--- src/rtl/powlib_sfifo_pkg.sv ---
// Shared helpers for the powlib FIFO slice: pointer-width computation.
package powlib_sfifo_pkg;

  // Returns the ceiling of log2(v), which is the index width needed to address v entries.
  function automatic int powlib_clogb2(input int v);
    int r;
    int x;
    r = 0;
    x = v - 1;
    while (x > 0) begin
      r = r + 1;
      x = x >> 1;
    end
    return r;
  endfunction

endpackage

--- src/rtl/powlib_cntr.sv ---
// Wrapping up-counter with clear and optional load; async active-low reset.
module powlib_cntr #(
  parameter int W   = 3,
  parameter int ELD = 0
) (
  input  logic         clk,
  input  logic         rst,
  input  logic         adv,
  input  logic         clr,
  input  logic         ld,
  input  logic [W-1:0] ldval,
  output logic [W-1:0] cntr
);

  // Natural W-bit overflow gives the modulo-2^W wrap with no special case.
  always_ff @(posedge clk or negedge rst) begin
    if (!rst)                 cntr <= '0;
    else if (clr)             cntr <= '0;
    else if (ELD != 0 && ld)  cntr <= ldval;
    else if (adv)             cntr <= cntr + 1'b1;
  end

endmodule

--- src/rtl/powlib_dpram.sv ---
// Dual-port RAM: synchronous write port, asynchronous read port, optional byte enables.
module powlib_dpram #(
  parameter int W    = 16,
  parameter int D    = 8,
  parameter int WIDX = 3,
  parameter int EWBE = 0
) (
  input  logic                 clk,
  input  logic [W-1:0]         wrdata,
  input  logic [WIDX-1:0]      wridx,
  input  logic                 wrvld,
  input  logic [(W+7)/8-1:0]   wrbe,
  input  logic [WIDX-1:0]      rdidx,
  output logic [W-1:0]         rddata
);

  logic [W-1:0] mem [D];

  // Contents are never reset; the owning FIFO tracks validity through its pointers.
  always_ff @(posedge clk) begin
    if (wrvld) begin
      for (int i = 0; i < W; i++) begin
        if (EWBE == 0 || wrbe[i/8]) mem[wridx][i] <= wrdata[i];
      end
    end
  end

  assign rddata = mem[rdidx];

endmodule

--- src/rtl/powlib_sfifo.sv ---
// Single-clock first-word-fall-through FIFO with valid/ready on both sides.
module powlib_sfifo
  import powlib_sfifo_pkg::*;
#(
  parameter int W    = 16,
  parameter int D    = 8,
  parameter int WIDX = powlib_clogb2(D),
  parameter int AFT  = D - 2
) (
  input  logic          clk,
  input  logic          rst,
  input  logic [W-1:0]  wrdata,
  input  logic          wrvld,
  output logic          wrrdy,
  output logic          wraf,
  output logic [W-1:0]  rddata,
  output logic          rdvld,
  input  logic          rdrdy,
  output logic [WIDX:0] count
);

  localparam logic [WIDX:0] CFULL = (WIDX+1)'(D);
  localparam logic [WIDX:0] CAFT  = (WIDX+1)'(AFT);

  logic            wfire, rfire;
  logic [WIDX-1:0] wrptr, rdptr;

  assign wrrdy = (count != CFULL);
  assign rdvld = (count != '0);
  assign wraf  = (count >= CAFT);
  assign wfire = wrvld & wrrdy;
  assign rfire = rdvld & rdrdy;

  powlib_dpram #(.W(W), .D(D), .WIDX(WIDX), .EWBE(0)) u_mem (
    .clk    (clk),
    .wrdata (wrdata),
    .wridx  (wrptr),
    .wrvld  (wfire),
    .wrbe   ('1),
    .rdidx  (rdptr),
    .rddata (rddata)
  );

  powlib_cntr #(.W(WIDX), .ELD(0)) u_wrptr (
    .clk   (clk),
    .rst   (rst),
    .adv   (wfire),
    .clr   (1'b0),
    .ld    (1'b0),
    .ldval ('0),
    .cntr  (wrptr)
  );

  powlib_cntr #(.W(WIDX), .ELD(0)) u_rdptr (
    .clk   (clk),
    .rst   (rst),
    .adv   (rfire),
    .clr   (1'b0),
    .ld    (1'b0),
    .ldval ('0),
    .cntr  (rdptr)
  );

  // Simultaneous push and pop cancel out, so occupancy only moves on a lone fire.
  always_ff @(posedge clk or negedge rst) begin
    if (!rst) begin
      count <= '0;
    end else begin
      case ({wfire, rfire})
        2'b10:   count <= count + 1'b1;
        2'b01:   count <= count - 1'b1;
        default: count <= count;
      endcase
    end
  end

endmodule

--- config.mk ---
export PLATFORM = sky130hd
export DESIGN_NAME = powlib_sfifo
export DESIGN_NICKNAME = d
export VERILOG_FILES = /design/src/rtl/powlib_sfifo_pkg.sv /design/src/rtl/powlib_cntr.sv /design/src/rtl/powlib_dpram.sv /design/src/rtl/powlib_sfifo.sv
export SDC_FILE = /design/constraint.sdc
export NUM_CORES = 1
export LEC_CHECK = 0
export CAP_MARGIN = 0
export CORE_ASPECT_RATIO = 1.4
export CORE_MARGIN = 4
export CORE_UTILIZATION = 50
export CTS_BUF_LIST = sky130_fd_sc_hd__clkbuf_2 sky130_fd_sc_hd__clkbuf_4 sky130_fd_sc_hd__clkbuf_8
export CTS_CLUSTER_SIZE = 8
export DETAILED_ROUTE_END_ITERATION = 10
export GPL_TIMING_DRIVEN = 0
export PLACE_DENSITY = 0.7
export SLEW_MARGIN = 20
export SYNTH_ARGS = -nofsm -noshare
export SYNTH_HDL_FRONTEND = slang
export SYNTH_SLANG_ARGS = --single-unit
--- constraint.sdc ---
create_clock -name clk -period 3.07 [get_ports clk]
set_input_delay 0.614 -clock clk [delete_from_list [all_inputs] [get_ports clk]]
set_output_delay 0.614 -clock clk [all_outputs]
set_load 0.005 [all_outputs]
==> summary by stage <==
Setup path
The category of the most critical setup path is reg2out. The largest fanout of any net on the critical path is 10. STA classifies the critical path startpoint as a register.

Tracing the worst setup path back leads to its startpoint at u_rdptr.cntr[0]. Data on the critical path arrives at its endpoint at 2390 ps. In this run the critical register-to-register path is launched from count[2].

The required time reported for the critical path endpoint is between 2000 and 2500 ps. The number of cells on the worst reg-to-reg path is 10. The endpoint class of the critical path is an output pin.

Hold path
The worst hold-check path type is in2async.

Layout
The relative area change from synthesis to final layout is 21.4%. The non-filler instance count after layout is 471. The filler cells instantiated in the layout total just under 800. The number of nets in the final layout is between 300 and 400. 0 antenna diodes ended up in the layout. The final core area utilization is between 60% and 70%. The post-route netlist has between 30% and 40% of its cells at a drive strength greater than 1.

GRT
The first-pass GRT wire length is around 16000 um. The global router's overall resource usage is roughly 17%. The via count of the first global-routing pass was between 2000 and 3000. Entering global routing, the biggest net connects 17 pins. The number of antenna violations at the first check in global routing was 0. The total overflow left after global routing is 0.

CTS
The clock transition at the registers of the reported paths is approximately 70 ps. The clock tree buffer depth is 2. TritonCTS built the clock tree. The H-tree was split into 4 levels. Hold repair after CTS inserted 0 buffers. The total CTS buffers is 17. The clock latency on the worst-skew pair is around 440 ps. CTS placed an instance of clkbuf_8 at the clock tree root.

The clock drives roughly 140 sinks.

Yosys
The share of synthesized area occupied by flip-flops and latches is approximately 74%. The average footprint of a synthesized cell is between 20 and 25 sq um. Of all flip-flops after synthesis, the portion carrying an async set or reset was between 7 and 8%. The synthesis warning total is 0. The post-synth design cell area is 0.00551 sq mm. Counting flops with a built-in enable in the synthesized netlist gives roughly 130. Summed over its instances, the top area cell type makes up between 60% and 70% of the synthesized netlist area. The netlist uses 29 different library cells.

The flip-flop and latch count after synthesis is about 140. Summed over all instances, the cell type with the most area after synthesis is edfxtp_1. Yosys attributes the largest share of cell area to edfxtp_1 (70%), mux4_1 (12%), dfrtp_1 (4.5%). The leading register cell type out of synthesis is edfxtp_1. The number of nets in the synthesized netlist is 270. The synthesized netlist cell count is 245.

STA
The final hold violation count is 0. Setup repair after global routing could not meet its margin everywhere. The relative slew slack is between 50% and 60%. The number of max-slew violations in the final report came to 0. The shortest period the worst path allows is around 3000 ps. The total of endpoints with negative setup slack in the final report is 0. In the finished design, the share of the clock period the worst path needs comes to between 90% and 100%. For this run, the top clock speed supported by timing is roughly 330 MHz. The final setup slack of the worst path is between 60 and 70 ps. At the pin with the least slew margin, the transition time is approximately 750 ps. Across the routed clock network, the largest skew measured is between 7 and 8 ps. The worst hold slack is roughly 500 ps.

Place
Detailed placement ended at an HPWL of between 6000 and 7000 um. Prior to clock tree synthesis, the placed netlist has a worst setup slack of about 23 ps. The count of buffers inserted at the top-level ports is 42. Once placement completed, the tool counted placed cells totaling 438. The weighted congestion reported at the end of routability-driven placement is roughly 0.67.

Die
The height of the die is 132 um. The die outline width is between 90 and 100 um. In this run the count of I/O pins placed on the die edge is 43. The overall die area is between 0.01 and 0.015 sq mm.

For this configuration, the core starts out at a cell density of 51.0%. The number of rows created at floorplan is 45. The floorplan step defined a core boundary enclosing 0.0108 sq mm.

Drt
The per-cell routed wire length is 21.4 um. The highest signal layer in the routed design is met4. The count of nets left with antenna violations once routing finished came out at 0. The pre-antenna-repair detailed-routing pass consisted of 4 iterations. Summed over all nets, wire length on met2 after detailed routing comes to about 5400 um.

The detailed-route wire length on metal 1 is about 4000 um. The via count of the routed design is 2621. The wire length reported by the detailed router is just over 10000 um.

After detailed routing, the met3 layer carries roughly 470 um of wire. In the routed layout, each cell is associated on average with a via count of roughly 5.6. After the first detailed-routing iteration, the DRC count stood at approximately 220. For this run, design rule violations remaining after detail routing come to 0.

Flow run
The tool flagged a number of max-cap violations equal to 0.

Power and ir drop
In this run the static leakage power is 2.29 nW. The total power per unit cell area is around 930 mW/mm^2. The peak supply drop is approximately 0.59 mV. The total power draw is approximately 6.2 mW.

Outcome
The flow ran to the end, and the final reports show no timing, DRC or antenna violations.
-- state kept, by name (all words and copies together) (netlist names) --
name          count
count             4
u_rdptr.cntr      3
u_mem.mem       128
u_wrptr.cntr      3
-- layout make-up --
cell class / count / area (sq um) / share of cell area, %
Multi-Input combinational cell: 95 / 1330 / 19.9
Clock buffer: 18 / 241 / 3.61
Buffer: 9 / 104 / 1.55
Clock inverter: 14 / 174 / 2.60
Sequential cell: 138 / 4100 / 61.2
Tap cell: 141 / 176 / 2.64
Inverter: 1 / 3.75 / 0.0561
Timing Repair Buffer: 55 / 559 / 8.36
-- synthesized netlist by cell type (2+ instances only) --
master,number
edfxtp_1,128
mux4_1,25
mux2_2,18
dfrtp_1,10
mux4_2,7
nor2_1,7
clkbuf_1,5
ha_1,5
buf_6,4
nand2_1,4
xnor2_1,4
xor2_1,4
nand2b_1,3
nand3_1,3
a21oi_1,2
nor3_1,2
nor3b_1,2
-- critical path: stages (launching register included) --
cell             delay (ps)
dfrtp_1                 360
buf_6                   150
buf_12                  160
mux4_1                  540
mux2_2                  290
clkdlybuf4s50_1         450
-- per-layer routing --
layer	vias to the layer above	track usage [%]
met2	67	28.1
met5	-	0
met4	0	6.64
met3	7	4.34
li1	1181	-
met1	1366	20.2
-- worst paths after layout --
path                                        end  slack, ps
worst min register to register  u_wrptr.cntr[0]        550
min in group clk                u_wrptr.cntr[0]        550
worst min-delay path                   count[1]        500
max in group asynchronous       u_rdptr.cntr[1]       2210
worst max register to register         count[2]        530
worst max-delay path                  rddata[9]         70
-- report_power, final --
part	switching [mW]	internal, mW
logic	0.876	1.27
registers	0.170	2.39
clock network	0.683	0.814
-- placed cells by master, fill, tap and decap left out, types with 5 or more instances in the layout --
| cell type | instances |
|---|---|
| nor2_2 | 6 |
| buf_4 | 7 |
| clkdlybuf4s50_1 | 39 |
| mux4_2 | 15 |
| dfrtp_1 | 9 |
| edfxtp_1 | 128 |
| ha_1 | 5 |
| mux4_1 | 17 |
| clkbuf_8 | 17 |
| mux2_2 | 18 |
-- kinds of logic (layout without fill, tap and decap cells) --
logic type	after synthesis	in the layout	synth area share (%)
AO/OA/AOI/OAI	5	5	0.591
XOR/XNOR	8	8	1.27
adder cells (fa/ha/maj)	5	5	1.14
buffers and inverters	12	97	1.39
flip-flops	138	138	74.3
multiplexers	51	51	18.7
AND/OR/NAND/NOR	26	26	2.63
-- per-stage QoR --
stage	TNS (ps)	cell area, sq um
final	0	6690
after global routing	-4.70	6690
after CTS	0	6710
after detailed placement	0	6240
after global placement	-49640	6110
after floorplan	0	5510
-- repair_timing --
| action | 4_1_cts | 5_1_grt |
|---|---|---|
| setup buffers | 3 | 0 |
| endpoints found under the setup margin | 16 | 11 |
| gates cloned | 0 | 0 |
| resized for setup | 13 | 12 |
(Power assumes the default switching activity.)
==> RTL edit (same settings) <==
Reset style: synchronous (`rst`), changed in 2 clocked blocks. Comments in the files are not updated.
--- a/src/rtl/powlib_cntr.sv
+++ b/src/rtl/powlib_cntr.sv
@@ -13,7 +13,7 @@
 );
 
   // Natural W-bit overflow gives the modulo-2^W wrap with no special case.
-  always_ff @(posedge clk or negedge rst) begin
+  always_ff @(posedge clk) begin
     if (!rst)                 cntr <= '0;
     else if (clr)             cntr <= '0;
     else if (ELD != 0 && ld)  cntr <= ldval;
--- a/src/rtl/powlib_sfifo.sv
+++ b/src/rtl/powlib_sfifo.sv
@@ -62,7 +62,7 @@
   );
 
   // Simultaneous push and pop cancel out, so occupancy only moves on a lone fire.
-  always_ff @(posedge clk or negedge rst) begin
+  always_ff @(posedge clk) begin
     if (!rst) begin
       count <= '0;
     end else begin
Formal check against the unedited RTL: differs if rst is asserted again (counterexample within 4 cycles, from zero or initial values and one cycle with rst low); with rst held inactive, the same outputs for 4 cycles.
==> RTL edit against the original RTL <==
Power down 20%. Sequential cell count is 3 higher. Synthesized area down 0.23%. Cell count grew 3.0%. Worst setup slack better by 0.052 ns. Sequential power down 11%. Final area is 0.15% lower. Wire length down 1.4%.
==> RTL edit: results (changes against the original RTL) <==
Slowest-stage cell, CP mux4_2; met1 usage 19.7% (-0.49 points); post-synthesis compound-gate area fraction 1.23% (+0.64 points); postcts setup bufs 0 (-3); Seq pwr share 45.7% (+4.4 points); VDD IR max 0.466 mV (-21%); GR Util met2 29.4% (+1.3 points); vias in the first global route 2915 (+5.0%); drt first-iter violations 141 (-37%); cell family with most CP delay multiplexers; nets@finish 357 (+4.4%); run status complete, no violations; Placer Congestion 0.674 (+0.82%); met3 Use GR 4.66% (+0.32 points); xor and xnor area share after synthesis 0.956% (-0.32 points); final wirelength 9.92 mm (-1.4%); synth top area cells edfxtp_1 70%, mux4_2 13%, dfxtp_1 4.7%, mux2_2 3.3%, ha_1 1.1%; number of distinct library cells after synthesis 36 (+24%); Max stage delay on crit path 0.51 ns (-0.03 ns); WP data arrival 2.34 ns (-0.05 ns); Tot GR Track Use 16.9% (+0.37 points); multiplexer share of the synthesized area 16.8% (-1.9 points); FMAX 0.339 GHz (+1.8%); synthesized instance count 261 (+6.5%); first-pass GRT wire length 15.8 mm (+1.7%); worst clock skew 0.00711 ns (-0.000801 ns); adder-cell share of the synthesized area 1.14% (+0.0026 points); via/cell ratio 5.49 (-1.4%); crit path max fanout 10 (unchanged); cells on worst reg2reg path 11 (+1); Pint 3.75 mW (-16%); Hold Worst Slack 0.493 ns (-0.00809 ns); Leak 2.16 nW (-5.4%); worst hold path type reg2reg; Syn Nets 286 (+5.9%); Seq/Total Area, Yosys 74.7% (+0.35 points); dpl cells 454 (+3.7%); Worst R2R Setup Slack 0.47 ns (-0.06 ns); Ys Warns 0 (unchanged); Slew @ Worst Pin 0.629 ns (-0.118 ns); pre-CTS setup slack 0.193 ns (+0.170 ns); most frequent cells after synthesis 128 x edfxtp_1, 32 x mux4_2, 16 x mux2_2, 13 x dfxtp_1; Avg WL per Cell 20.5 microns (-4.2%); Post-CTS Resized 8 (-5); hpwl dp 6.76 mm (+3.1%); share of layout cells above drive strength 1 32.3% (+2.0 points); Async SR Flop Fraction 0% (-7.2 points); crit path to rddata[12]; Power Combinational 1.34 mW (-37%); reg2reg end count[2]$_SDFFE_PN0P_
[RTL edit: changes by cell type after synthesis, moves of 3 or more]
cell,before,now
buf_4,0,3
mux4_1,25,0
dfxtp_1,0,13
mux4_2,7,32
dfrtp_1,10,0
and2_1,0,5
[RTL edit: per-stage QoR]
stage          instance area, sq um  utilization (%)
3_3_place_gp                   6090             56.4
6_report                       6680             61.8
4_1_cts                        6620             61.3
2_1_floorplan                  5500                -
3_5_place_dp                   6250             57.8
5_1_grt                        6680             61.8
[RTL edit: layout make-up]
class                   count  area [sq um]
clock buffers              20           256
clock inverters            11           101
fillers                   794          4130
multi-input cells         107          1340
well taps                 141           176
repair buffers             53           577
inverters                   1          3.75
flip-flops and latches    141          4100
plain buffers              11           118
[RTL edit: metal layers]
| metal | part of all wire, % | vias up |
|---|---|---|
| met5 | 0 | - |
| met3 | 3.9 | 21 |
| li1 | - | 1203 |
| met4 | 2.1 | 0 |
| met2 | 55 | 66 |
| met1 | 39 | 1371 |
